`config.mk`:
```
export PLATFORM = sky130hd
export DESIGN_NAME = fin_period_meter
export DESIGN_NICKNAME = d
export VERILOG_FILES = /design/src/rtl/fin_period_meter.sv
export SDC_FILE = /design/constraint.sdc
export NUM_CORES = 1
export LEC_CHECK = 0
export BUFFER_PORTS_ARGS = -buffer_cell sky130_fd_sc_hd__buf_2
export CAP_MARGIN = 20
export CORE_MARGIN = 5
export CORE_UTILIZATION = 60
export DETAILED_ROUTE_END_ITERATION = 10
export GPL_TIMING_DRIVEN = 0
export PLACE_DENSITY = 0.77
export SLEW_MARGIN = 20
export SYNTH_ARGS = -nofsm -noshare
export SYNTH_HDL_FRONTEND = slang
export SYNTH_SLANG_ARGS = --single-unit
```
`constraint.sdc`:
```
create_clock -name dco_clk -period 7.09 [get_ports dco_clk]
set_clock_uncertainty 0.15 [all_clocks]
set_input_delay 0.709 -clock dco_clk [delete_from_list [all_inputs] [get_ports dco_clk]]
set_output_delay 0.709 -clock dco_clk [all_outputs]
set_load 0.01 [all_outputs]
```
`src/rtl/fin_period_meter.sv`:
```
// Measures the period of the asynchronous reference fin in dco_clk cycles and
// publishes a 2^AVG_LOG2-sample average as the DPLL divide word, with loss-of-reference detection.
module fin_period_meter #(
  parameter int AVG_LOG2    = 2,
  parameter int SYNC_STAGES = 2
) (
  input  logic        dco_clk,
  input  logic        rst_n,
  input  logic        fin,
  output logic [15:0] fin_w,
  output logic        fin_w_vld,
  output logic        fin_lost
);

  localparam int ACC_W  = 16 + AVG_LOG2;
  localparam int SCNT_W = AVG_LOG2 + 1;
  localparam logic [SCNT_W-1:0] SCNT_FULL = SCNT_W'(1 << AVG_LOG2);
  localparam logic [15:0]       PCNT_SAT  = 16'hFFFF;

  typedef enum logic {
    IDLE,
    MEAS
  } state_t;

  state_t             state;
  state_t             state_nxt;
  logic [SYNC_STAGES-1:0] sync_q;
  logic               edge_q;
  logic               rise;
  logic [15:0]        pcnt;
  logic [ACC_W-1:0]   acc;
  logic [ACC_W-1:0]   acc_new;
  logic [SCNT_W-1:0]  scnt;
  logic [SCNT_W-1:0]  scnt_new;
  logic               clr_acc;
  logic               add_sample;
  logic               publish;
  logic               timeout;

  always_ff @(posedge dco_clk or negedge rst_n) begin
    if (!rst_n) begin
      sync_q <= '0;
      edge_q <= 1'b0;
    end else begin
      sync_q <= {sync_q[SYNC_STAGES-2:0], fin};
      edge_q <= sync_q[SYNC_STAGES-1];
    end
  end

  assign rise = sync_q[SYNC_STAGES-1] & ~edge_q;

  // Reloading with 1 makes the value seen at the next rise equal the edge-to-edge cycle count.
  always_ff @(posedge dco_clk or negedge rst_n) begin
    if (!rst_n) begin
      pcnt <= '0;
    end else if (rise) begin
      pcnt <= 16'd1;
    end else if (pcnt != PCNT_SAT) begin
      pcnt <= pcnt + 16'd1;
    end
  end

  always_ff @(posedge dco_clk or negedge rst_n) begin
    if (!rst_n) begin
      state <= IDLE;
    end else begin
      state <= state_nxt;
    end
  end

  // Saturation is checked before rise so a coincident edge never yields a 0xFFFF sample.
  always_comb begin
    state_nxt  = state;
    clr_acc    = 1'b0;
    add_sample = 1'b0;
    timeout    = 1'b0;
    case (state)
      IDLE: begin
        if (rise) begin
          state_nxt = MEAS;
          clr_acc   = 1'b1;
        end
      end
      MEAS: begin
        if (pcnt == PCNT_SAT) begin
          timeout   = 1'b1;
          clr_acc   = 1'b1;
          state_nxt = IDLE;
        end else if (rise) begin
          add_sample = 1'b1;
        end
      end
      default: state_nxt = IDLE;
    endcase
  end

  assign acc_new  = acc + ACC_W'(pcnt);
  assign scnt_new = scnt + SCNT_W'(1);
  assign publish  = add_sample && (scnt_new == SCNT_FULL);

  always_ff @(posedge dco_clk or negedge rst_n) begin
    if (!rst_n) begin
      acc       <= '0;
      scnt      <= '0;
      fin_w     <= '0;
      fin_w_vld <= 1'b0;
      fin_lost  <= 1'b0;
    end else begin
      fin_w_vld <= publish;
      if (clr_acc || publish) begin
        acc  <= '0;
        scnt <= '0;
      end else if (add_sample) begin
        acc  <= acc_new;
        scnt <= scnt_new;
      end
      if (publish) begin
        fin_w <= acc_new[AVG_LOG2 +: 16];
      end
      if (timeout) begin
        fin_lost <= 1'b1;
      end else if (publish) begin
        fin_lost <= 1'b0;
      end
    end
  end

endmodule

```
Word-level counts from Yosys, hierarchy flattened
Cells that the tools add are included.
{"block": "word_totals", "register_bits": 59, "wordCells": 39, "input_bits": 3, "out_inout_bits": 18}
{"block": "op_classes", "n_eq_ne": 3, "reduce_logical": 5, "n_addsub": 3, "n_mux": 16, "bitwise": 3}
{"op": "18-bit two-way mux", "count": 2}
{"op": "16-bit two-way mux", "count": 2}
{"op": "18-bit by 16-bit adder with 18-bit output", "count": 1}
{"op": "16-bit by 1-bit adder with 16-bit output, second input constant", "count": 1}
{"op": "16-bit equality test, second input constant", "count": 1}
{"op": "16-bit != test, second input constant", "count": 1}
{"op": "1-bit two-way mux", "count": 8}
{"op": "3-bit two-way mux", "count": 2}
{"op": "2-bit nonzero test", "count": 3}
{"op": "1-bit one-hot mux with 2 select lines", "count": 2}
{"op": "3-bit by 1-bit adder with 3-bit output, second input constant", "count": 1}
{"op": "3-bit equality test, second input constant", "count": 1}
{"op": "1-bit NOT", "count": 2}
{"op": "1-bit AND", "count": 1}
{"op": "1-bit logical AND", "count": 1}
{"op": "1-bit logical OR", "count": 1}

Longest topological paths before layout
Gate-level depths: netlist of run 1.
{"block": "logic_depth", "ltp_word": 8, "mapped_depth": 9, "depth_no_buf": 9}

Least setup slack after synthesis of run 1
Ideal clock, no wire load.
{"block": "synth_timing", "path_type": "register to register", "from": "register pcnt[0]", "to": "register fin_w[14]", "required_ns": 6.815, "arrival_ns": 2.305, "setup_ns": 0.125, "path_slack_ns": 4.509, "path_stages_with_launch": 10, "synth_period_minus_slack_ns": 2.581, "path_buffers": 0, "cell_sequence": "dfrtp_1 > ha_1 > fa_1 > a21o_1 > a221oi_4 > o21ai_2 > a31oi_4 > o21a_4 > xnor2_1 > mux2_4"}
{"block": "synth_between", "elab_chain_len": 4, "word_cells_on_any_way": 5, "cone_classes": "add/sub (1); eq/ne (1); mux (2); reduce/logical (1)"}
{"element": "start, declared", "line": "30", "rtl": "logic [15:0] pcnt;"}
{"element": "start signal, assigned", "line": "59", "rtl": "pcnt <= pcnt + 16'd1;"}
{"element": "branches (longest 4 deep; another with 18-bit by 16-bit adder with 18-bit output)"}
{"element": "end signal, assigned", "line": "118", "rtl": "fin_w <= acc_new[AVG_LOG2 +: 16];"}
{"element": "end, declared", "line": "10", "rtl": "output logic [15:0] fin_w,"}
Several ways; the timed one is not identified.
A chain may end at the register's enable or synchronous reset.

Final worst setup path of run 1
{"block": "layout_timing", "from": "register pcnt[0]", "to": "register acc[14]"}
{"block": "layout_between", "elab_chain_len": 6, "word_cells_on_any_way": 11, "cone_classes": "add/sub (1); eq/ne (1); mux (6); reduce/logical (3)"}
{"element": "branches (longest 6 deep; another with 18-bit by 16-bit adder with 18-bit output)"}
{"element": "end signal, assigned", "line": "114", "rtl": "acc <= acc_new;"}
{"element": "end, declared", "line": "31", "rtl": "logic [ACC_W-1:0] acc;"}
Several ways; the timed one is not identified. The select of a mux whose other input is x is not followed.

==> results, run 1 <==
- The flow ran to the end, and the final reports show no timing, DRC or antenna violations.
- Counting flops with a built-in enable in the synthesized netlist gives 0.
- The total overflow left after global routing is 0.
- The number of diodes added for antenna fixing is 0.
- The core footprint is between 5000 and 6000 um2.
- The worst ir drop on vdd is 295.6 uV.
- The initial standard-cell utilization of the core is approximately three fifths.
- During placement, the flow inserted port buffers numbering 20.
- TritonCTS built the clock tree.
- The wire length of the first global-routing pass is between 10 and 15 mm.
- In this run the register-to-register setup slack is 4250 ps.
- The clock passes through at most 2 buffers.
- In the post-synthesis netlist, the biggest area contributors are sky130_fd_sc_hd__dfrtp_1 (47%), sky130_fd_sc_hd__ha_1 (7.6%), sky130_fd_sc_hd__mux2_2 (4.7%).
- The area of the mapped netlist is approximately 3100 um2.
- The via count normalized by instance count is approximately 6.
- The shortest clock period the worst path allows after layout is about 2800 ps.
- During synthesis, Yosys emitted a total of 0 warnings.
- The count of boundary I/O pins is 21.
- The die covers 6772 um2.
- The critical path data required time is a little over 7000 ps.
- The number of clock buffers added by TritonCTS is 9.
- The number of rows created at floorplan is 26.
- The worst min-delay path startpoint is sync_q[0].
- The path with the worst hold slack has its endpoint at sync_q[1].
- Once detail routing completed, the nets flagged for antenna violations numbered 0.
- The number of hold buffers added after CTS was 0.
- The count of cells along the worst hold path is 0.
- The insertion delay to the later sink of the worst-skew pair is around 330 ps.
- Of the post-synthesis cell area, the dominant cell type holds 47.09%.
- The critical path data arrival time is 2910 ps.
- Adding up every negative setup slack in the final design gives 0 ps.
- The setup violation total in the final timing report is 0.
- The chip width is about 82 um.
- The design area is around 3500 um2.
- The part of the Yosys area used for sequential elements is roughly 47%.
- The library cell with the largest summed area after synthesis is sky130_fd_sc_hd__dfrtp_1.
- After legalization and detailed placement, the total HPWL measured between 4 and 5 mm.
- The async set-reset flop share out of synthesis is 100.0%.
- The die height is a little over 80 um.
- The max-slew violation total from the final report is 0.
- The depth of the worst register-to-register path is 9.
- Setup repair after global routing left no endpoint under its margin.
- For the pin with the worst max-slew slack, the measured transition is approximately 700 ps.
- The type of element capturing the critical path is a flop.
- The startpoint class of the critical path is a flop.
- The pin count of the biggest net entering global routing is 60.
- In this run the power density over the cells is between 200 and 300 nW/um2.
- The average wire length per cell after detail routing is ~16 um.
- The final critical path takes up 40.11% of the cycle.
- The type of the worst min-delay path is reg -> reg.
- The count of unresolved DRC violations after routing is 0.
- The count of mapped cells out of synthesis is 292.
- Counting distinct cell types in the post-synthesis netlist gives 44.
- Relative to the synthesized area, the layout overhead comes to 12.69%.
- Of all nets on the critical path, the largest fanout is 5.
- The post-placement worst setup slack is 4289 ps.
- The violation count after the first detailed-route iteration is 150.
- Cells with a size suffix above 1 make up between 10% and 20% of the layout.
- The via total after detailed routing is ~2,300.
- The level count of the clock H-tree is 3.
- The cell at the root of the clock tree is sky130_fd_sc_hd__clkbuf_8.
- Derived from the worst setup path, the maximum achievable clock frequency is 351.6 MHz.
- The cell area after placement is roughly 3300 um2.
- The most used flip-flop cell after synthesis is sky130_fd_sc_hd__dfrtp_1.
- The number of maximum-capacitance violations is 0.
- The post-route worst setup slack is roughly 4200 ps.
- In this run the critical register-to-register path is captured at acc[14].
- The synthesized area per cell is between 10 and 15 um2.
- The tightest hold path in the finished design has a slack of 218.5 ps.
- For this run, the post-layout net count is ~350.
- The count of endpoints failing hold in the final timing report came to 0.
- The total number of clock tree sinks is between 50 and 60.
- Post-CTS repair changed the size of 0 cells.
- After detailed routing, the total wire length is 6.351 mm.
- The number of antenna violations at the first check in global routing came to 0.
- The static leakage is approximately 1.7 nW.
- The number of fill cells in the layout is around 380.
- The via count of the first global-routing pass came to 2,255.
- The total power is slightly below 1 mW.
- The final weighted congestion in routability-driven placement is 0.8941.
- The number of setup buffers added after CTS is 0.
- After clock tree synthesis, the clock-pin slew on the worst setup and hold paths is 70 ps.
- The first-pass iteration count of the detailed router is 5.
- The critical register-to-register path startpoint is pcnt[0].
- In the global route stage, overall resource usage came out at ~22%.
- The tightest slew margin relative to the limit is between 50% and 60%.
- Synthesis inferred 59 register bits.
- The net count of the mapped netlist is 315.
- The critical path is of the reg -> reg type.
[per-layer routing]
| layer | up-vias | routed length [um] | track usage [%] | share of wire (%) |
|---|---|---|---|---|
| met5 | - | 0 | 0 | 0 |
| met4 | 0 | 106 | 9.967 | 1.7 |
| met3 | 14 | 199 | 3.688 | 3.1 |
| met2 | 45 | 2973 | 31.97 | 47 |
| met1 | 1176 | 3071 | 31.16 | 48 |
| li1 | 1114 | - | - | - |
[power by group]
group          total (mW)  switching, mW  internal, mW
logic               0.220          0.125        0.0956
clock network       0.325          0.130         0.195
registers           0.426         0.0413         0.385
total               0.972          0.296         0.676
[cell usage in the layout, fill, tap and decap left out, types with 2 or more instances in the layout]
master / instances
sky130_fd_sc_hd__inv_1: 6
sky130_fd_sc_hd__a21oi_1: 20
sky130_fd_sc_hd__clkbuf_1: 5
sky130_fd_sc_hd__nand2_1: 26
sky130_fd_sc_hd__dfrtp_1: 59
sky130_fd_sc_hd__nand2b_1: 2
sky130_fd_sc_hd__clkbuf_8: 9
sky130_fd_sc_hd__nor3_1: 5
sky130_fd_sc_hd__o21bai_1: 3
sky130_fd_sc_hd__a22o_1: 16
sky130_fd_sc_hd__a31oi_1: 2
sky130_fd_sc_hd__mux2_2: 13
sky130_fd_sc_hd__nor2_1: 21
sky130_fd_sc_hd__o21ai_0: 13
sky130_fd_sc_hd__nand3_1: 9
sky130_fd_sc_hd__clkinv_2: 4
sky130_fd_sc_hd__nor3_2: 2
sky130_fd_sc_hd__xor2_1: 13
sky130_fd_sc_hd__o21ai_1: 2
sky130_fd_sc_hd__buf_2: 23
sky130_fd_sc_hd__ha_1: 19
sky130_fd_sc_hd__and3_1: 3
sky130_fd_sc_hd__bufinv_16: 2
sky130_fd_sc_hd__xnor2_1: 14
sky130_fd_sc_hd__or3_1: 5
sky130_fd_sc_hd__mux2i_1: 2
sky130_fd_sc_hd__nand4_1: 7
sky130_fd_sc_hd__a21o_1: 3
[cell usage after synthesis (all sizes together) (4+ instances only)]
library cell / n
dfrtp: 59
nand2: 26
nor2: 21
inv: 6
mux2: 14
xor2: 13
o21ai: 16
ha: 19
nor3: 7
nand3: 9
nand4: 7
buf: 4
or3: 5
xnor2: 14
a22o: 16
clkbuf: 4
a21oi: 20
[layout make-up]
class	instances	area (um2)	share of cell area [%]
flip-flops and latches	59	1476	41.78
multi-input cells	219	1602	45.33
inverters	6	22.52	0.6374
well taps	70	87.58	2.479
repair buffers	20	102.6	2.904
clock buffers	10	127.6	3.612
plain buffers	8	35.03	0.9915
clock inverters	6	80.08	2.266
[worst max-delay path, cell delays in order (launching register included)]
cell,delay [ps]
sky130_fd_sc_hd__dfrtp_1,440
sky130_fd_sc_hd__ha_1,260
sky130_fd_sc_hd__fa_1,420
sky130_fd_sc_hd__a21o_1,240
sky130_fd_sc_hd__a221oi_4,270
sky130_fd_sc_hd__o21ai_2,140
sky130_fd_sc_hd__a31oi_4,240
sky130_fd_sc_hd__mux2i_1,280
sky130_fd_sc_hd__xnor2_1,170
sky130_fd_sc_hd__o21ai_0,100
[metrics by stage]
stage               cells  util, %
floorplan             292        -
global placement      382    65.07
detailed placement    382    65.12
CTS                   398    69.18
global route          398    69.18
finish                398    69.18
[worst max path at each step]
stage / from / end / slack (ps) / depth (start not counted)
floorplan: pcnt[0] / fin_w[14] / 4510 / 9
global placement: pcnt[0] / fin_w[12] / 4330 / 9
detailed placement: pcnt[0] / acc[14] / 4290 / 9
CTS: pcnt[0] / acc[14] / 4270 / 9
global route: pcnt[0] / acc[14] / 4110 / 9
finish: pcnt[0] / acc[14] / 4250 / 9
[kinds of logic (layout without fill, tap and decap cells)]
family | count (synthesis) | in the layout | synth area share (%)
simple gates | 85 | 85 | 13.05
flops | 59 | 59 | 47.09
fa+ha+maj | 20 | 20 | 8.220
buf+inv | 14 | 50 | 1.835
xor+xnor | 27 | 27 | 7.542
mux | 16 | 16 | 5.786
compound gates | 71 | 71 | 16.48
[state kept, by name (all words and copies together) (netlist names)]
signal,cells
acc,18
scnt,3
state,1
fin_lost,1
sync_q,2
pcnt,16
edge_q,1
fin_w_vld,1
fin_w,16
Note: power is estimated with default switching activity, not from simulation.
==> inputs of run 2 (changes only) <==
- CORE_UTILIZATION: 60 -> 54
- PLACE_DENSITY: 0.77 -> 0.73
- clock period: 7.09 -> 2.38 ns (I/O delays scaled with it)
==> results, run 2 (synthesis results as in run 1) <==
- The static leakage is 1.823 nW (+6.7%).
- The flip-flop count of the largest register, all copies and words added was 18 (unchanged).
- The number of diodes added for antenna fixing is 0 (unchanged).
- The number of clock buffers inserted by TritonCTS is 9 (unchanged).
- The setup slack on the worst flop-to-flop path is -200 ps (-4440 ps).
- The violation count after the first detailed-route iteration was 166 (+11%).
- The critical-path maximum fanout was 3 (-2).
- The timing-limited maximum frequency is 388.3 MHz (+10%).
- The CTS tree is built.
- The critical path data arrival time is 2650 ps (-260 ps).
- The number of maximum-capacitance violations is 0 (unchanged).
- The level count of the clock H-tree is 3 (unchanged).
- The register with the most flip-flops is acc.
- The setup path with the least slack is of type reg -> reg.
- The critical path data required time is 2460 ps (-4690 ps).
- The insertion delay to the later sink of the worst-skew pair is 350 ps (+20 ps).
- The capture instance of the worst register-to-register path is acc[14].
- The count of unresolved DRC violations after routing is 0 (unchanged).
- The count of input and output buffers was 20 (unchanged).
- The peak per-stage delay on the critical path came to 440 ps (about the same).
- The power spent charging and discharging nets came to 0.9946 mW (+240%).
- The ratio of cells with drive above 1 in the final layout is 32.66% (+14 points).
- The die area was 7430 um2 (+9.7%).
- The via count of the first global-routing pass came to 2,397 (+6.3%).
- The average wire length per cell after detail routing was 17.66 um (+11%).
- The number of buffers on the longest clock path is 2 (unchanged).
- The depth of the worst register-to-register path is 9 (unchanged).
- The relative contribution of combinational cells to total power is 26.6% (+3.9 points).
- The met3 layer usage reported by global route is 3.232% (-0.46 points).
- The count of cells along the worst hold path is 0 (unchanged).
- Setup repair after global routing could not meet its margin everywhere.
- The critical register-to-register path startpoint is pcnt[0].
- The global routing usage on met1 is 27.17% (-4.0 points).
- The final reports fail on setup timing.
- The total global routing track utilization is 20.52% (-1.2 points).
- The clock power share is 34.2% (+0.7 points).
- The worst ir drop on vdd is 782.5 uV (+160%).
- The flow ran to the end, but the final reports show violations.
- The core footprint came to 5574 um2 (+9.1%).
- The sequential share of power was 39.2% (-4.7 points).
- The part of the cycle the worst path needs came to 108.2% (+68 points).
- The worst hold slack is 200.1 ps (-18.42 ps).
- The max-slew violation total from the final report is 0 (unchanged).
- The most common library cell in the layout ignoring fill and taps is sky130_fd_sc_hd__dfrtp_1.
- The via count normalized by instance count came to 5.810 (-1.6%).
- The global routing stage identified its most utilized layer as met2.
- The post-route worst setup slack came to -195.4 ps (-4441 ps).
- The internal portion of total power is 2.311 mW (+240%).
- The power density over the cells is 833.1 nW/um2 (+200%).
- The setup violation total in the final timing report is 11 (+11).
- The tightest slew margin relative to the limit is 51.44% (-0.71 points).
- In the final layout, the registers with the most flip-flops are acc: 18 flops, fin_w: 16 flops, pcnt: 16 flops.
- The tree is rooted in a sky130_fd_sc_hd__clkbuf_8.
- The first-pass iteration count of the detailed router is 4 (-1).
- The chip width is 86.20 um (+4.8%).
- The total detailed-routing wirelength is 7.434 mm (+17%).
- The type of the worst min-delay path is reg -> reg.
- The count of endpoints failing hold in the final timing report came to 0 (unchanged).
- The number of nets in the layout came to 367 (+6.1%).
- The initial standard-cell utilization of the core was 56.25% (-5.1 points).
- The fraction of the core area covered by cells at the end of the flow is 71.18% (+2.0 points).
- The post-route antenna net violation count was 0 (unchanged).
- The pin count of the biggest net entering global routing came to 60 (unchanged).
- The fraction of met2 tracks used by global routing came to 32.66% (+0.68 points).
- The overall overflow remaining after global route was 0 (unchanged).
- The shortest clock period the worst path allows after layout is 2575 ps (-268.6 ps).
- The count of boundary I/O pins came to 21 (unchanged).
- The hold-critical path endpoint is sync_q[1].
- The number of standard cells in the final layout excluding fillers is 421 (+5.8%).
- The startpoint class of the critical path is a flop.
- The switching share of power is 30.09% (-0.35 points).
- The type of element capturing the critical path is a flop.
- The post-detailed-placement half-perimeter wirelength is 4.618 mm (+1.1%).
- The area growth from synthesis to layout is 26.54%.
- The die height is 86.20 um (+4.8%).
- The library cells used most frequently in the layout, excluding fill and tap cells, are sky130_fd_sc_hd__dfrtp_1 (55), sky130_fd_sc_hd__nand2_1 (25), sky130_fd_sc_hd__nor2_1 (21), sky130_fd_sc_hd__buf_2 (21), sky130_fd_sc_hd__buf_4 (21).
- The signal on the critical path passes through ha_4, fa_2, a21o_1, a221oi_4, o21ai_4, a31oi_4, mux2i_1, xnor2_1, o21ai_0.
- The total number of clock tree sinks is 59 (unchanged).
- The number of antenna violations at the first check in global routing came to 0 (unchanged).
- The final weighted congestion in routability-driven placement is 0.8842 (-1.1%).
- The worst min-delay path startpoint is sync_q[0].
- The wire length of the first global-routing pass came to 11.79 mm (+7.8%).
- The number of fill cells in the layout is 372 (-3.1%).
- The clock transition at the registers of the reported paths came to 70 ps (about the same).
- The via total after detailed routing is 2,446 (+4.1%).
- The number of instances in the placed design is 384 (+0.52%).
- The number of rows created at floorplan is 27 (+3.8%).
- The slowest cell on the critical path is sky130_fd_sc_hd__dfrtp_2.
- The transition time at the pin with the least slew margin came to 728.4 ps (+14.57 ps).
==> run 2: how the worst max path moves through the flow <==
stage / from / endpoint / depth (start not counted)
final: pcnt[0] / acc[14] / 9
after global placement: pcnt[0] / fin_w[12] / 9
after floorplan: pcnt[0] / acc[14] / 9
after detailed placement: pcnt[0] / fin_w[12] / 9
after global routing: pcnt[0] / acc[14] / 9
after CTS: acc[0] / acc[14] / 9
==> run 2: repair_timing <==
item | CTS | global route
setup buffers | 9 | 10
setup endpoints to repair | 35 | 35
hold endpoints to repair | 60 | 0
pin swaps | 4 | 10
gates resized for setup | 26 | 32
hold buffers | 2 | 0
==> run 2: power groups by stage <==
stage | combinational [mW] | sequential, mW | clock (mW)
6_report | 0.881 | 1.30 | 1.13
5_1_grt | 0.963 | 1.32 | 1.18
4_1_cts | 0.762 | 1.28 | 1.13
3_5_place_dp | 0.640 | 1.28 | 0
3_3_place_gp | 0.623 | 1.28 | 0
2_1_floorplan | 0.458 | 1.28 | 0
==> run 2: area by class of cell <==
cell class	instances	area [um2]	share of cell area, %
Clock inverter	5	100.1	2.523
Clock buffer	11	141.4	3.564
Timing Repair Buffer	41	269.0	6.780
Buffer	8	55.05	1.388
Tap cell	72	90.09	2.271
Multi-Input combinational cell	219	1808	45.57
Sequential cell	59	1481	37.34
Inverter	6	22.52	0.5676
==> run 2: worst max-delay path, delay by kind of cell (launching register included) <==
kind,cells,cell delay (ps)
compound gates,5,930
fa+ha+maj,2,510
flops,1,440
mux,1,250
xor+xnor,1,170
==> run 2: per-stage QoR <==
stage / area (um2) / power, mW / setup slack [ps] / TNS [ps]
floorplan: 3141 / 1.735 / -113.5 / -332.9
global placement: 3331 / 1.902 / -282.9 / -3441
detailed placement: 3333 / 1.924 / -291.2 / -4153
CTS: 3781 / 3.173 / -145.7 / -664.3
global route: 3968 / 3.464 / -266.1 / -2604
finish: 3968 / 3.305 / -195.4 / -1137
==> run 2: metal layers <==
layer	part of all wire, %	wire [um]
met4	2.6	194
met1	46	3387
met3	5.0	375
met2	47	3477
met5	0	0
==> inputs of run 3 (changes only) <==
- BUFFER_PORTS_ARGS: -buffer_cell sky130_fd_sc_hd__buf_2 -> -buffer_cell sky130_fd_sc_hd__buf_4
==> results, run 3 (synthesis results as in run 1) <==
- The critical path data required time is 2460 ps (about the same).
- The count of input and output buffers came to 20 (unchanged).
- Leaving out fill and tap cells, the most frequent cells in the layout are sky130_fd_sc_hd__dfrtp_1 (56), sky130_fd_sc_hd__buf_4 (34), sky130_fd_sc_hd__nand2_1 (25), sky130_fd_sc_hd__nor2_1 (21), sky130_fd_sc_hd__a21oi_1 (20).
- The area of all sequential standard cells was 1480 um2 (about the same).
- The flip-flop count of the largest register, all copies and words added is 18 (unchanged).
- The transition time at the pin with the least slew margin is 731.7 ps (+3.285 ps).
- The final reports fail on setup timing.
- The power density over the cells was 779.3 nW/um2 (-6.5%).
- The count of boundary I/O pins is 21 (unchanged).
- The ratio of cells with drive above 1 in the final layout was 29.36% (-3.3 points).
- The number of buffers on the longest clock path is 2 (unchanged).
- The most common library cell in the layout ignoring fill and taps is sky130_fd_sc_hd__dfrtp_1.
- The via total after detailed routing is 2,422 (-0.98%).
- The wire length of the first global-routing pass is 11.75 mm (-0.36%).
- The worst setup path is captured at a flop.
- Setup repair after global routing could not meet its margin everywhere.
- The chip width was 86.20 um (unchanged).
- The total global routing track utilization was 20.27% (-0.25 points).
- The total detailed-routing wirelength is 7.036 mm (-5.4%).
- The via count normalized by instance count was 5.822 (+0.21%).
- The shortest clock period the worst path allows after layout came to 2596 ps (+20.53 ps).
- The insertion delay to the later sink of the worst-skew pair is 350 ps (about the same).
- The clock transition at the registers of the reported paths is 70 ps (about the same).
- Clock tree synthesis selected as its root buffer the cell sky130_fd_sc_hd__clkbuf_8.
- The number of clock buffers inserted by TritonCTS is 9 (unchanged).
- The via count of the first global-routing pass is 2,417 (+0.83%).
- The worst setup path is of the reg -> reg kind.
- The post-route antenna net violation count is 0 (unchanged).
- The number of fill cells in the layout was 403 (+8.3%).
- The initial standard-cell utilization of the core is 56.25% (unchanged).
- The setup violation total in the final timing report was 16 (+5).
- The average wire length per cell after detail routing was 16.91 um (-4.2%).
- The max-slew violation total from the final report is 0 (unchanged).
- The level count of the clock H-tree is 3 (unchanged).
- The tightest slew margin relative to the limit is 51.22% (-0.22 points).
- The worst hold slack is 201.5 ps (+1.392 ps).
- The overall overflow remaining after global route is 0 (unchanged).
- The part of the cycle the worst path needs is 109.1% (+0.86 points).
- The number of maximum-capacitance violations is 0 (unchanged).
- The tightest min-delay check is of the reg -> reg type.
- The worst ir drop on vdd came to 696.1 uV (-11%).
- The pin count of the biggest net entering global routing is 60 (unchanged).
- STA classifies the critical path startpoint as a flop.
- The number of diodes added for antenna fixing is 0 (unchanged).
- The run finished, with violations left.
- The setup TNS after final layout is -1641 ps (-503.3 ps).
- The count of unresolved DRC violations after routing was 0 (unchanged).
- The violation count after the first detailed-route iteration was 138 (-17%).
- The count of endpoints failing hold in the final timing report is 0 (unchanged).
- The die height is 86.20 um (unchanged).
- The area used by multi-input combinational logic is 1732 um2 (-4.2%).
- The timing-limited maximum frequency came to 385.2 MHz (-0.79%).
- The final weighted congestion in routability-driven placement is 0.8735 (-1.2%).
- The number of nets in the layout is 362 (-1.4%).
- The post-detailed-placement half-perimeter wirelength came to 4.616 mm (about the same).
- The static leakage is 1.770 nW (-2.9%).
- The die area was 7430 um2 (unchanged).
- The first-pass iteration count of the detailed router came to 4 (unchanged).
- The critical path data arrival time was 2670 ps (+20 ps).
- The total number of clock tree sinks was 59 (unchanged).
- The number of rows created at floorplan is 27 (unchanged).
- The critical-path maximum fanout is 3 (unchanged).
- The register with the most flip-flops is acc.
- TritonCTS built the clock tree.
- The post-route worst setup slack is -215.9 ps (-20.53 ps).
- The number of antenna violations at the first check in global routing is 0 (unchanged).
- The core footprint is 5574 um2 (unchanged).
- From synthesis to final layout, the design area changed by 22.67%.
- The largest registers in the layout are acc: 18 flops, fin_w: 16 flops, pcnt: 16 flops.
## run 3: changes by cell type in the layout (fill, tap and decap cells not counted), sizes merged
cell,before,now
buf,45,39
clkinv,2,3
clkbuf,13,14
bufinv,3,1
clkinvlp,0,1
## run 3: cell type report
cell class / count / share of cell area, %
multi-input cells: 219 / 45.02
flip-flops and latches: 59 / 38.48
repair buffers: 37 / 7.385
clock buffers: 11 / 3.676
well taps: 72 / 2.342
clock inverters: 5 / 1.366
plain buffers: 7 / 1.139
inverters: 6 / 0.5856
## run 3: timing repair
item                                   CTS  global route
setup buffers                            9             5
setup endpoints to repair               32            37
cloned                                   0             1
pin swaps                                6            11
hold buffers                             2             0
gates resized for setup                 12            29
endpoints found under the hold margin   60             0
## run 3: final timing paths
path / startpoint / end / slack (ps) / cells past startpoint
max: acc[0] / fin_w[12] / -220 / 9
min: sync_q[0] / sync_q[1] / 200 / 0
max reg2reg: acc[0] / fin_w[12] / -220 / 9
min reg2reg: sync_q[0] / sync_q[1] / 200 / 0
max in group asynchronous: rst_n / pcnt[0] / 1230 / 2
min in group asynchronous: rst_n / acc[1] / 340 / 2
## run 3: worst max-delay path, stage by stage, from the launching register on
cell and delay (ps):
sky130_fd_sc_hd__dfrtp_1 420, sky130_fd_sc_hd__ha_4 190, sky130_fd_sc_hd__fa_2 340, sky130_fd_sc_hd__a21o_1 200, sky130_fd_sc_hd__a221oi_4 290, sky130_fd_sc_hd__o21ai_2 120, sky130_fd_sc_hd__a31oi_4 250, sky130_fd_sc_hd__mux2i_1 260
sky130_fd_sc_hd__xnor2_1 180, sky130_fd_sc_hd__a21oi_1 100
## run 3: per-layer routing
layer	GRT usage, %	vias up	wire, um	part of all wire (%)
met5	0	-	0	0
met4	8.074	0	77	1.1
met3	4.753	6	288	4.1
met2	31.04	52	3323	47
met1	27.93	1213	3346	48
li1	-	1151	-	-
## run 3: report_power, final
part	internal (mW)	leakage (nW)	switching (mW)
clock	0.506	0.0991	0.401
combinational	0.392	0.883	0.421
sequential	1.15	0.788	0.129
total	2.05	1.77	0.951
## run 3: metrics by stage
step                      power (mW)  instance area (um2)  setup slack (ps)  util (%)  instances
after CTS                      2.947                 3701            -241.3     66.40        411
after detailed placement       1.960                 3381            -329.3     60.65        384
after floorplan                1.735                 3141            -113.5         -        292
after global routing           3.164                 3846            -316.2     69.00        416
after global placement         1.930                 3381            -286.4     60.65        384
final                          2.997                 3846            -215.9     69.00        416
